==> src/rtl/doorlock_pkg.sv <==
// ============================================================================
// doorlock_pkg: shared key constants, FSM encoding and key-vector helpers.
// Revision: 1.0
// ============================================================================
`default_nettype none

package doorlock_pkg;

  localparam int NUM_KEYS = 11;

  localparam logic [3:0] KEY_STAR = 4'd10;
  localparam logic [3:0] KEY_NONE = 4'hF;

  typedef enum logic {
    IDLE = 1'b0,
    HELD = 1'b1
  } key_state_t;

  // Exactly one bit set: non-zero with the lowest set bit being the only one.
  function automatic logic is_onehot(input logic [NUM_KEYS-1:0] v);
    return (v != '0) && ((v & (v - 11'd1)) == '0);
  endfunction

  // OR of the indices of all set bits; exact only when the vector is one-hot,
  // which is the only case in which the result is used.
  function automatic logic [3:0] key_index(input logic [NUM_KEYS-1:0] v);
    logic [3:0] idx;
    idx = '0;
    for (int i = 0; i < NUM_KEYS; i++) begin
      if (v[i]) idx = idx | 4'(i);
    end
    return idx;
  endfunction

endpackage

`default_nettype wire

==> src/rtl/sync_debounce_vec.sv <==
// ============================================================================
// sync_debounce_vec: 2-FF synchroniser plus whole-vector debounce.
// Revision: 1.0
// ============================================================================
`default_nettype none

module sync_debounce_vec #(
  parameter int          WIDTH  = 11,
  parameter logic [19:0] T_20MS = 20'hF_4240
) (
  input  logic             clk,
  input  logic             rst,
  input  logic [WIDTH-1:0] raw,
  output logic [WIDTH-1:0] db
);

  localparam logic [19:0] CNT_MAX = T_20MS - 20'd1;

  logic [WIDTH-1:0] sync1_q, sync1_d;
  logic [WIDTH-1:0] sync2_q, sync2_d;
  logic [WIDTH-1:0] cand_q,  cand_d;
  logic [WIDTH-1:0] db_q,    db_d;
  logic [19:0]      cnt_q,   cnt_d;

  // Any bit change restarts the count for the whole vector; once the count
  // saturates the candidate is published and the counter parks there.
  always_comb begin
    sync1_d = raw;
    sync2_d = sync1_q;
    cand_d  = cand_q;
    cnt_d   = cnt_q;
    db_d    = db_q;
    if (sync2_q != cand_q) begin
      cand_d = sync2_q;
      cnt_d  = '0;
    end else if (cnt_q != CNT_MAX) begin
      cnt_d = cnt_q + 20'd1;
    end else begin
      db_d = cand_q;
    end
  end

  always_ff @(posedge clk or posedge rst) begin
    if (rst) begin
      sync1_q <= '0;
      sync2_q <= '0;
      cand_q  <= '0;
      cnt_q   <= '0;
      db_q    <= '0;
    end else begin
      sync1_q <= sync1_d;
      sync2_q <= sync2_d;
      cand_q  <= cand_d;
      cnt_q   <= cnt_d;
      db_q    <= db_d;
    end
  end

  assign db = db_q;

endmodule

`default_nettype wire

==> src/rtl/key_input_conditioner.sv <==
// ============================================================================
// key_input_conditioner: debounced keypad front end emitting single-cycle
// key_valid / key_err events for the doorlock FSM.
// Revision: 1.0
// ============================================================================
`default_nettype none

module key_input_conditioner
  import doorlock_pkg::*;
#(
  parameter logic [19:0] T_20MS = 20'hF_4240
) (
  input  logic                clk,
  input  logic                rst,
  input  logic [9:0]          bt,
  input  logic                btstar,
  output logic                key_valid,
  output logic [3:0]          key_code,
  output logic                key_star,
  output logic                key_err,
  output logic                key_busy,
  output logic [NUM_KEYS-1:0] key_db
);

  logic [NUM_KEYS-1:0] raw;
  logic [NUM_KEYS-1:0] db;
  logic                one_hot;
  logic                any_key;
  logic [3:0]          enc_code;

  key_state_t state_q, state_d;
  logic       valid_q, valid_d;
  logic       err_q,   err_d;
  logic       star_q,  star_d;
  logic [3:0] code_q,  code_d;

  // Star is active-low at the pin; flip it so the whole vector is active-high.
  assign raw = {~btstar, bt};

  sync_debounce_vec #(
    .WIDTH  (NUM_KEYS),
    .T_20MS (T_20MS)
  ) u_sync_debounce_vec (
    .clk (clk),
    .rst (rst),
    .raw (raw),
    .db  (db)
  );

  assign one_hot  = is_onehot(db);
  assign any_key  = |db;
  assign enc_code = key_index(db);

  always_comb begin
    state_d = state_q;
    valid_d = 1'b0;
    err_d   = 1'b0;
    star_d  = 1'b0;
    code_d  = code_q;
    case (state_q)
      IDLE: begin
        if (any_key) begin
          state_d = HELD;
          if (one_hot) begin
            valid_d = 1'b1;
            code_d  = enc_code;
            star_d  = (enc_code == KEY_STAR);
          end else begin
            err_d = 1'b1;
          end
        end
      end
      HELD: begin
        // Extra keys or partial releases are ignored until everything is up.
        if (!any_key) state_d = IDLE;
      end
      default: state_d = IDLE;
    endcase
  end

  always_ff @(posedge clk or posedge rst) begin
    if (rst) begin
      state_q <= IDLE;
      valid_q <= 1'b0;
      err_q   <= 1'b0;
      star_q  <= 1'b0;
      code_q  <= KEY_NONE;
    end else begin
      state_q <= state_d;
      valid_q <= valid_d;
      err_q   <= err_d;
      star_q  <= star_d;
      code_q  <= code_d;
    end
  end

  assign key_valid = valid_q;
  assign key_err   = err_q;
  assign key_star  = star_q;
  assign key_code  = code_q;
  assign key_busy  = (state_q == HELD);
  assign key_db    = db;

endmodule

`default_nettype wire

==> config.mk <==
export PLATFORM = sky130hd
export DESIGN_NAME = key_input_conditioner
export DESIGN_NICKNAME = d
export VERILOG_FILES = /design/src/rtl/doorlock_pkg.sv /design/src/rtl/sync_debounce_vec.sv /design/src/rtl/key_input_conditioner.sv
export SDC_FILE = /design/constraint.sdc
export NUM_CORES = 1
export LEC_CHECK = 0
export ABC_AREA = 0
export BUFFER_PORTS_ARGS = -buffer_cell sky130_fd_sc_hd__buf_4
export CORE_UTILIZATION = 48
export DETAILED_ROUTE_END_ITERATION = 16
export PLACE_DENSITY = 0.75
export SETUP_SLACK_MARGIN = 0.05
export SLEW_MARGIN = 15
export SYNTH_ARGS = -nofsm -noshare
export SYNTH_HDL_FRONTEND = slang
export SYNTH_SLANG_ARGS = --single-unit
==> constraint.sdc <==
create_clock -name clk -period 2.25 [get_ports clk]
set_input_delay 0.1125 -clock clk [delete_from_list [all_inputs] [get_ports clk]]
set_output_delay 0.1125 -clock clk [all_outputs]
set_load 0.02 [all_outputs]
==> flow_summary_export.csv, run 1 <==
group,metric,value,unit
timing,rsz0062_at_grt,"yes",
timing,final_hold_viol_count,0,
routing,wl,5.529,mm
floorplanning,std_cell_rows,28,
layout,area_growth,25.50,%
timing,slew-limit-headroom,61.94,%
layout,mostFrequentLayoutCells,"63 x dfrtp_1, 53 x buf_4, 23 x xor2_1, 20 x nor2_1, 12 x dlygate4sd3_1",
synthesis,synth_top_family_by_area,"simple AND/OR/NAND/NOR gates",
global_route,grt_overflow,0,
synthesis,synth_area,2964,um2
global_route,grt_pass1_vias,2049,
synthesis,synth_top_area_share,57.41,%
floorplanning,die_area,6493,um2
routing,drtIter0Drc,108,
timing,min_period,2172,ps
layout,final-seq-area,1813,um2
synthesis,synth_cell_types,45,
global_route,grt_max_degree,54,
setup_path,required,2530,ps
setup_path,path_max_fanout,5,
synthesis,synthArstFlopShare,100.0,%
setup_path,path_class,"reg -> reg",
timing,fmax,460.4,MHz
synthesis,synth-compound-area-share,5.867,%
layout,nets,313,
clocking,cts_max_path_buffers,2,
min_path,hp-class,"in -> async",
clocking,cts-root-buf,"clkbuf_8",
synthesis,ys.warnings.count,0,
timing,period_share,96.53,%
flow_run,maxCapViolCount,0,
routing,drc,0,
setup_path,critPathLaunchType,"register",
power_and_ir_drop,ir_drop,0.0005143,V
synthesis,ys_ff_latch,72,
setup_path,cp-end-kind,"register",
synthesis,synthMuxAreaShare,6.374,%
synthesis,synthXorXnorAreaFrac,7.092,%
global_route,antenna_found_initial,0,
clocking,cts_tree,"yes",
layout,drive_above_1_share,33.66,%
synthesis,yosysSeqAreaShare,60.95,%
clocking,path_clk_slew,80,ps
synthesis,yosys.area.top_type,"dfrtp_1",
layout,nFillCells,471,
synthesis,synthAdderAreaFrac,0.4221,%
floorplanning,core,5956,um2
floorplanning,start_util,49.77,%
timing,fin_skew,7.320,ps
floorplanning,die_width,80.58,um
routing,via_count,2028,
clocking,clock_latency,350,ps
run_status,status,"completed",
global_route,grt_use_total,20.32,%
layout,diodes,0,
synthesis,synth_area_leaders,"dfrtp_1 57%, xor2_1 6.8%, mux2_2 4.2%, dfstp_2 3.5%, nor2_1 2.5%",
power_and_ir_drop,pwr_density_cell,620.0,nW/um2
synthesis,syn_inst,238,
timing,drv_slew,0,
routing,viasPerCell,5.365,
place,post-dp-hpwl,3.704,mm
synthesis,avgSynthCellArea,12.45,um2
synthesis,synth_edf_count,0,
place,place_area,3421,um2
synthesis,synth.net_count,252,
routing,wl_per_cell,14.63,um
timing,setup_viol,0,
power_and_ir_drop,p_leak,1.712,nW
floorplanning,die_h,80.58,um
place,port_buffers,31,
synthesis,synthSimpleGateAreaFrac,16.72,%
clocking,htree_levels,3,
routing,antenna_left,0,
timing,timing_worst_slew_pin_value,569.7,ps
place,gp_congestion,0.8084,
routing,dr.pass1.iters,4,
clocking,cts_made_buffers,9,
clocking,cts.sink_count,72,
place,dp_slack,55.04,ps
timing,setup_ws,78.19,ps
setup_path,crit_arrival,2450,ps
synthesis,ys.flop_type,"dfrtp_1",
floorplanning,io_pins,32,
layout,final_cell_area,3720,um2
global_route,grt_pass1_wl,9.639,mm
layout,final_common_cell,"dfrtp_1",
layout,multi_input_area,1092,um2
-- cells in the mapped netlist (2+ instances only) --
cell type,count
dfstp_2,4
mux2_2,11
or4_1,4
nand3_1,6
o31ai_1,2
xor2_1,23
mux2_4,3
nor3_1,6
or3_1,6
nand2_1,8
or4_4,2
clkbuf_1,15
a21oi_1,6
dfrtp_1,68
and3_1,4
nor4_1,4
mux2i_1,2
nand2b_1,2
nor3b_1,2
nor4b_1,2
o21ai_0,2
inv_1,3
nand4bb_1,2
and4_1,4
o21ai_1,5
nor2_1,20
nand4_1,4
-- cell type report --
type / instances / share of cell area, %
clock buffer: 9 / 3.330
timing repair buffer: 66 / 14.46
sequential: 72 / 48.74
clock inverter: 6 / 1.177
multi-input combinational: 146 / 29.36
tap: 75 / 2.523
inverter: 4 / 0.4036
-- registers in the layout, indices dropped and copies added (netlist names) --
| signal | count |
|---|---|
| key_code | 4 |
| u_sync_debounce_vec.db | 11 |
| u_sync_debounce_vec.cand_q | 11 |
| key_busy | 1 |
| u_sync_debounce_vec.cnt_q | 20 |
| u_sync_debounce_vec.sync2_q | 11 |
| key_valid | 1 |
| key_star | 1 |
| u_sync_debounce_vec.sync1_q | 11 |
| key_err | 1 |
-- path summary, 6_finish.rpt --
path                                                            end  slack, ps                                startpoint  depth (start not counted)
setup / recovery                            key_code[2]$_DFFE_PP1P_         80     u_sync_debounce_vec.db[5]$_DFFE_PP0P_                          5
hold / removal                                   key_star$_DFF_PP0_        320                                       rst                          3
setup reg to reg                            key_code[2]$_DFFE_PP1P_         80     u_sync_debounce_vec.db[5]$_DFFE_PP0P_                          5
hold reg to reg            u_sync_debounce_vec.sync2_q[3]$_DFF_PP0_        350  u_sync_debounce_vec.sync1_q[3]$_DFF_PP0_                          0
max in group asynchronous     u_sync_debounce_vec.db[4]$_DFFE_PP0P_       1310                                       rst                          4
min in group clk           u_sync_debounce_vec.sync2_q[3]$_DFF_PP0_        350  u_sync_debounce_vec.sync1_q[3]$_DFF_PP0_                          0
-- logic make-up after synthesis --
family                     after synthesis
xor gates and xnor gates                24
buffers and inverters                   20
and+or+nand+nor                         81
DFF                                     72
muxes                                   16
adders and majority gates                1
AOI/OAI and AO/OA                       24
-- metal layers --
metal	global-route usage, %	vias up	share of wire [%]
li1	-	965	-
met1	26.99	1008	47
met2	30.00	44	47
met3	6.477	11	4.6
met4	9.821	0	2.1
met5	0	-	0
-- worst max-delay path, cell delays in order, from the launching register on --
cell      delay [ps]
dfrtp_2          400
or4_4            570
o31a_1           340
nor4_4           340
nand3b_4         140
mux2_4           310
-- metrics by stage --
step | power, mW | util, % | hold WS (ps) | TNS (ps) | cells
after detailed placement | 1.428 | 57.44 | 153.1 | 0 | 350
after CTS | 2.335 | 62.40 | 322.6 | 0 | 378
after global routing | 2.396 | 62.46 | 355.8 | -100.6 | 378
final | 2.306 | 62.46 | 316.8 | 0 | 378
after global placement | 1.424 | 57.44 | 147.4 | 0 | 350
after floorplan | 1.399 | - | 143.9 | 0 | 238
-- where the power goes --
group / internal (mW) / switching (mW) / total (mW)
Combinational: 0.0395 / 0.0367 / 0.0762
Sequential: 1.32 / 0.0168 / 1.34
Clock: 0.399 / 0.491 / 0.890
Total: 1.76 / 0.545 / 2.31
-- what timing repair did --
item | 4_1_cts | 5_1_grt
hold buffers | 12 | 0
hold endpoints to repair | 26 | 0
resized for setup | 0 | 2
buffers inserted | 1 | 0
endpoints found under the setup margin | 3 | 13
pin swaps | 3 | 2
Note: power is estimated with default switching activity, not from simulation.
==> inputs of run 2 (changes only) <==
--- a/config.mk
+++ b/config.mk
@@ -7,11 +7,12 @@
 export LEC_CHECK = 0
 export ABC_AREA = 0
 export BUFFER_PORTS_ARGS = -buffer_cell sky130_fd_sc_hd__buf_4
-export CORE_UTILIZATION = 48
+export CORE_UTILIZATION = 44
 export DETAILED_ROUTE_END_ITERATION = 16
-export PLACE_DENSITY = 0.75
+export PLACE_DENSITY = 0.7
 export SETUP_SLACK_MARGIN = 0.05
 export SLEW_MARGIN = 15
 export SYNTH_ARGS = -nofsm -noshare
 export SYNTH_HDL_FRONTEND = slang
 export SYNTH_SLANG_ARGS = --single-unit
+export TNS_END_PERCENT = 20
==> flow_summary_export.csv, run 2 (synthesized netlist as in run 1, its figures left out) <==
group,metric,value,unit
clocking,cts_tree,"yes",
timing,min_period,2192,ps
routing,wl_per_cell,14.61,um
run_status,failed_checks,"design-rule violations",
layout,nets,315,
setup_path,r2r_slack,60,ps
layout,diodes,0,
floorplanning,io_pins,32,
timing,setup_viol,0,
layout,largest_reg_flops,20,
setup_path,critPathMaxStageDelay,550,ps
floorplanning,std_cell_rows,29,
clocking,cts_made_buffers,9,
clocking,cts.sink_count,72,
global_route,grt_pass1_wl,9.556,mm
clocking,clock_latency,340,ps
global_route,grt_pass1_vias,1933,
clocking,cts-root-buf,"clkbuf_8",
clocking,path_clk_slew,80,ps
floorplanning,die_area,7069,um2
routing,via_count,2019,
clocking,htree_levels,3,
flow_run,maxCapViolCount,0,
layout,top_register,"u_sync_debounce_vec.cnt_q",
setup_path,path_class,"reg -> reg",
place,gp_congestion,0.8285,
setup_path,r2r_cells,5,
floorplanning,core,6422,um2
setup_path,rr_startpoint,"u_sync_debounce_vec.db[6]$_DFFE_PP0P_",
routing,antenna_left,0,
timing,slew-limit-headroom,70.43,%
routing,dr.pass1.iters,10,
power_and_ir_drop,pwr_density_cell,632.5,nW/um2
timing,drv_slew,0,
setup_path,path_max_fanout,5,
power_and_ir_drop,ir_drop,0.0006287,V
layout,final_common_cell,"dfrtp_1",
routing,viasPerCell,5.272,
floorplanning,die_width,84.08,um
place,post-dp-hpwl,3.673,mm
setup_path,crit_path_top_delay_cell,"or4_4",
clocking,cts_max_path_buffers,2,
timing,period_share,97.43,%
layout,nFillCells,520,
setup_path,timing.rr.end,"key_code[2]$_DFFE_PP1P_",
global_route,grt_use_total,17.38,%
global_route,grt_overflow,0,
timing,final_hold_viol_count,0,
global_route,antenna_found_initial,0,
setup_path,critPathLaunchType,"register",
floorplanning,start_util,46.15,%
routing,drtIter0Drc,129,
setup_path,cp-end-kind,"register",
power_and_ir_drop,p_leak,1.727,nW
timing,fin_skew,13.56,ps
layout,finalNonFillerCells,383,
timing,rsz0062_at_grt,"yes",
floorplanning,die_h,84.08,um
setup_path,crit_chain,"or4_4, o31a_4, nor4_4, nand3b_4, mux2_4",
setup_path,crit_arrival,2460,ps
global_route,grt_max_degree,65,
routing,wl,5.595,mm
min_path,hp-class,"in -> async",
layout,drive_above_1_share,34.31,%
run_status,status,"finished, violations left",
place,place_inst,353,
power_and_ir_drop,power,2.376,mW
layout,area_growth,26.76,%
place,port_buffers,31,
timing,fmax,456.2,MHz
routing,drc,6,
setup_path,required,2520,ps
timing,timing_worst_slew_pin_value,439.8,ps
layout,mostFrequentLayoutCells,"63 x dfrtp_1, 55 x buf_4, 23 x xor2_1, 20 x nor2_1, 12 x dlygate4sd3_1",
-- run 2: metrics by stage --
stage	util (%)	setup WS, ps	setup TNS, ps	instance area (um2)	hold slack [ps]
floorplan	-	36.05	0	2978	143.9
global placement	53.42	82.95	0	3431	40.49
detailed placement	53.42	44.32	0	3431	41.27
CTS	58.45	49.83	0	3754	229.6
global route	58.50	-19.32	-36.02	3757	237.4
finish	58.50	57.85	0	3757	237.8
-- run 2: cell type report --
| type | count | area (um2) | share of cell area, % |
|---|---|---|---|
| Clock buffer | 10 | 137.6 | 3.663 |
| Timing Repair Buffer | 68 | 553.0 | 14.72 |
| Tap cell | 77 | 96.34 | 2.564 |
| Clock inverter | 6 | 50.05 | 1.332 |
| Sequential cell | 72 | 1813 | 48.25 |
| Multi-Input combinational cell | 146 | 1092 | 29.07 |
| Inverter | 4 | 15.01 | 0.3996 |
-- run 2: critical path: cells and delay by family (launching register included) --
kind / cells / cell delay [ps]
AO/OA/AOI/OAI: 1 / 350
flip-flops: 1 / 400
multiplexers: 1 / 320
AND/OR/NAND/NOR: 3 / 1050
-- run 2: layer usage --
metal	share of wire, %	wire length, um	GRT usage, %	vias to the layer above
met5	0	0	0	-
met4	1.0	57	7.994	0
met3	3.5	197	2.967	4
met2	48	2703	26.75	56
met1	47	2636	24.14	999
li1	-	-	-	960
-- run 2: worst max path at each step --
stage                                    endpoint                                  start  depth (start not counted)  slack [ps]
after floorplan           key_code[2]$_DFFE_PP1P_  u_sync_debounce_vec.db[5]$_DFFE_PP0P_                          5          40
after global placement    key_code[2]$_DFFE_PP1P_  u_sync_debounce_vec.db[5]$_DFFE_PP0P_                          5          80
after detailed placement  key_code[2]$_DFFE_PP1P_  u_sync_debounce_vec.db[5]$_DFFE_PP0P_                          5          40
after CTS                 key_code[2]$_DFFE_PP1P_  u_sync_debounce_vec.db[6]$_DFFE_PP0P_                          5          50
after global routing      key_code[2]$_DFFE_PP1P_  u_sync_debounce_vec.db[6]$_DFFE_PP0P_                          5         -20
final                     key_code[2]$_DFFE_PP1P_  u_sync_debounce_vec.db[6]$_DFFE_PP0P_                          5          60
-- run 2: repair_timing --
action | 4_1_cts | 5_1_grt
gates resized for setup | 0 | 1
setup endpoints to repair | 3 | 11
buffers inserted | 2 | 0
endpoints found under the hold margin | 19 | 0
cloned | 0 | 0
hold buffers | 12 | 0
pin swaps | 3 | 2
-- run 2: report_power, final --
| group | switching [mW] | total (mW) | internal [mW] |
|---|---|---|---|
| combinational | 0.0368 | 0.0763 | 0.0395 |
| sequential | 0.0174 | 1.34 | 1.32 |
| clock | 0.516 | 0.960 | 0.444 |
==> inputs of run 3 (changes only) <==
--- a/config.mk
+++ b/config.mk
@@ -10,6 +10,7 @@
 export CORE_UTILIZATION = 44
 export DETAILED_ROUTE_END_ITERATION = 16
 export PLACE_DENSITY = 0.7
+export REMOVE_ABC_BUFFERS = 1
 export SETUP_SLACK_MARGIN = 0.05
 export SLEW_MARGIN = 15
 export SYNTH_ARGS = -nofsm -noshare
==> flow_summary_export.csv, run 3 (synthesized netlist as in run 1, its figures left out) <==
group,metric,value,unit
timing,setup_ws,73.84,ps
global_route,antenna_found_initial,0,
setup_path,path_max_fanout,6,
power_and_ir_drop,pwr_density_cell,665.1,nW/um2
min_path,hp-class,"reg -> reg",
setup_path,timing.rr.end,"key_code[1]$_DFFE_PP1P_",
layout,diodes,0,
min_path,holdCritStartpoint,"u_sync_debounce_vec.sync1_q[9]$_DFF_PP0_",
place,place_inst,351,
place,dp_slack,28.24,ps
floorplanning,die_area,7069,um2
timing,period_share,96.72,%
global_route,grt_pass1_vias,1971,
floorplanning,io_pins,32,
timing,fmax,459.5,MHz
routing,antenna_left,0,
timing,slew-limit-headroom,56.70,%
floorplanning,die_h,84.08,um
setup_path,path_buf_inv,0,
routing,viasPerCell,5.318,
flow_run,maxCapViolCount,0,
setup_path,crit_chain,"or4_4, o32a_1, nor4_4, nand3b_4, mux2_4",
setup_path,r2r_cells,5,
setup_path,critical-path-top-delay-family,"simple AND/OR/NAND/NOR gates",
floorplanning,std_cell_rows,29,
setup_path,crit_path_top_delay_cell,"or4_4",
layout,drive_above_1_share,32.57,%
routing,wl_per_cell,14.90,um
clocking,clock_latency,360,ps
setup_path,path_class,"reg -> reg",
layout,top_register,"u_sync_debounce_vec.cnt_q",
place,post-dp-hpwl,3.677,mm
clocking,htree_levels,3,
layout,nets,313,
timing,rsz0062_at_grt,"yes",
layout,final_cell_area,3765,um2
run_status,failed_checks,"design-rule violations",
setup_path,crit_arrival,2460,ps
global_route,grt_pass1_wl,9.356,mm
global_route,grt_use_total,17.48,%
layout,area_growth,27.02,%
routing,drtIter0Drc,148,
routing,wl,5.675,mm
layout,fin_util,58.62,%
timing,timing_worst_slew_pin_value,648.5,ps
global_route,grt_overflow,0,
clocking,cts.sink_count,72,
setup_path,critPathLaunchType,"register",
clocking,cts_tree,"yes",
clocking,cts-root-buf,"clkbuf_8",
clocking,cts_max_path_buffers,2,
floorplanning,die_width,84.08,um
routing,via_count,2026,
power_and_ir_drop,ir_drop,0.0005316,V
timing,min_period,2176,ps
routing,drc,5,
min_path,hold_path_depth,0,
layout,largest_reg_flops,20,
setup_path,required,2540,ps
global_route,grt_max_degree,34,
clocking,path_clk_slew,80,ps
routing,dr.pass1.iters,11,
clocking,cts_made_buffers,9,
timing,fin_skew,10.02,ps
floorplanning,start_util,46.15,%
timing,drv_slew,0,
place,port_buffers,31,
layout,finalNonFillerCells,381,
floorplanning,core,6422,um2
run_status,status,"finished, violations left",
power_and_ir_drop,p_leak,1.736,nW
setup_path,r2r_slack,70,ps
timing,final_hold_viol_count,0,
min_path,hold_end,"u_sync_debounce_vec.sync2_q[9]$_DFF_PP0_",
setup_path,cp-end-kind,"register",
setup_path,critPathMaxStageDelay,570,ps
place,gp_congestion,0.8177,
layout,final_common_cell,"dfrtp_1",
place,place_area,3402,um2
layout,mostFrequentLayoutCells,"68 x dfrtp_1, 52 x buf_4, 23 x xor2_1, 20 x nor2_1, 12 x dlygate4sd3_1",
setup_path,rr_startpoint,"u_sync_debounce_vec.db[3]$_DFFE_PP0P_",
timing,setup_viol,0,
run 3: cell types whose count changed in the layout (fill, tap and decap cells not counted), sizes merged:
cell      previous run  this run
buf                 56        53
bufinv               0         1
clkbuf              10         9
clkinv               1         2
clkinvlp             2         0
inv                  7         8
o2111ai              2         3
run 3: cell type report:
| cell class | count | area [um2] |
|---|---|---|
| inverter | 4 | 15.01 |
| clock buffer | 9 | 123.9 |
| multi-input combinational | 147 | 1105 |
| sequential | 72 | 1807 |
| fill | 507 | 2658 |
| clock inverter | 7 | 87.58 |
| timing repair buffer | 65 | 530.5 |
| tap | 77 | 96.34 |
run 3: worst register-to-register path, stage by stage (launching register included):
cell and delay [ps]:
dfrtp_1 390, or4_4 570, o32a_1 340, nor4_4 320
nand3b_4 160, mux2_4 320
run 3: what timing repair did:
item / CTS / global route
endpoints found under the setup margin: 3 / 10
pin swaps: 1 / 7
resized for setup: 0 / 2
gates cloned: 0 / 1
setup buffers: 0 / 1
hold buffers: 12 / 0
hold endpoints to repair: 35 / 0
run 3: per-stage QoR:
stage	hold WS, ps	total power, mW	TNS, ps
6_report	351.6	2.504	0
5_1_grt	364.1	2.590	-0.7621
4_1_cts	353.7	2.531	0
3_5_place_dp	222.9	1.428	0
3_3_place_gp	221.6	1.426	0
2_1_floorplan	143.9	1.394	-1452
run 3: routing by layer:
layer	vias up	track usage, %	routed length (um)
met4	0	8.621	101
met2	31	27.50	2781
li1	963	-	-
met1	1022	22.24	2634
met5	-	0	0
met3	10	4.847	158
run 3: worst max path at each step:
stage                                                         from                                    end  slack (ps)  cells after the start
final                        u_sync_debounce_vec.db[3]$_DFFE_PP0P_                key_code[1]$_DFFE_PP1P_          70                      5
after floorplan           u_sync_debounce_vec.sync2_q[7]$_DFF_PP0_  u_sync_debounce_vec.db[0]$_DFFE_PP0P_        -130                      5
after global placement       u_sync_debounce_vec.db[0]$_DFFE_PP0P_                key_code[1]$_DFFE_PP1P_          90                      5
after CTS                    u_sync_debounce_vec.db[0]$_DFFE_PP0P_                key_code[1]$_DFFE_PP1P_          50                      5
after global routing         u_sync_debounce_vec.db[3]$_DFFE_PP0P_                key_code[3]$_DFFE_PP1P_        -0.8                      5
after detailed placement     u_sync_debounce_vec.db[0]$_DFFE_PP0P_                key_code[1]$_DFFE_PP1P_          30                      5
run 3: where the power goes:
group	internal [mW]	switching, mW
Clock	0.539	0.548
Combinational	0.0405	0.0367
Sequential	1.32	0.0166
Total	1.90	0.601
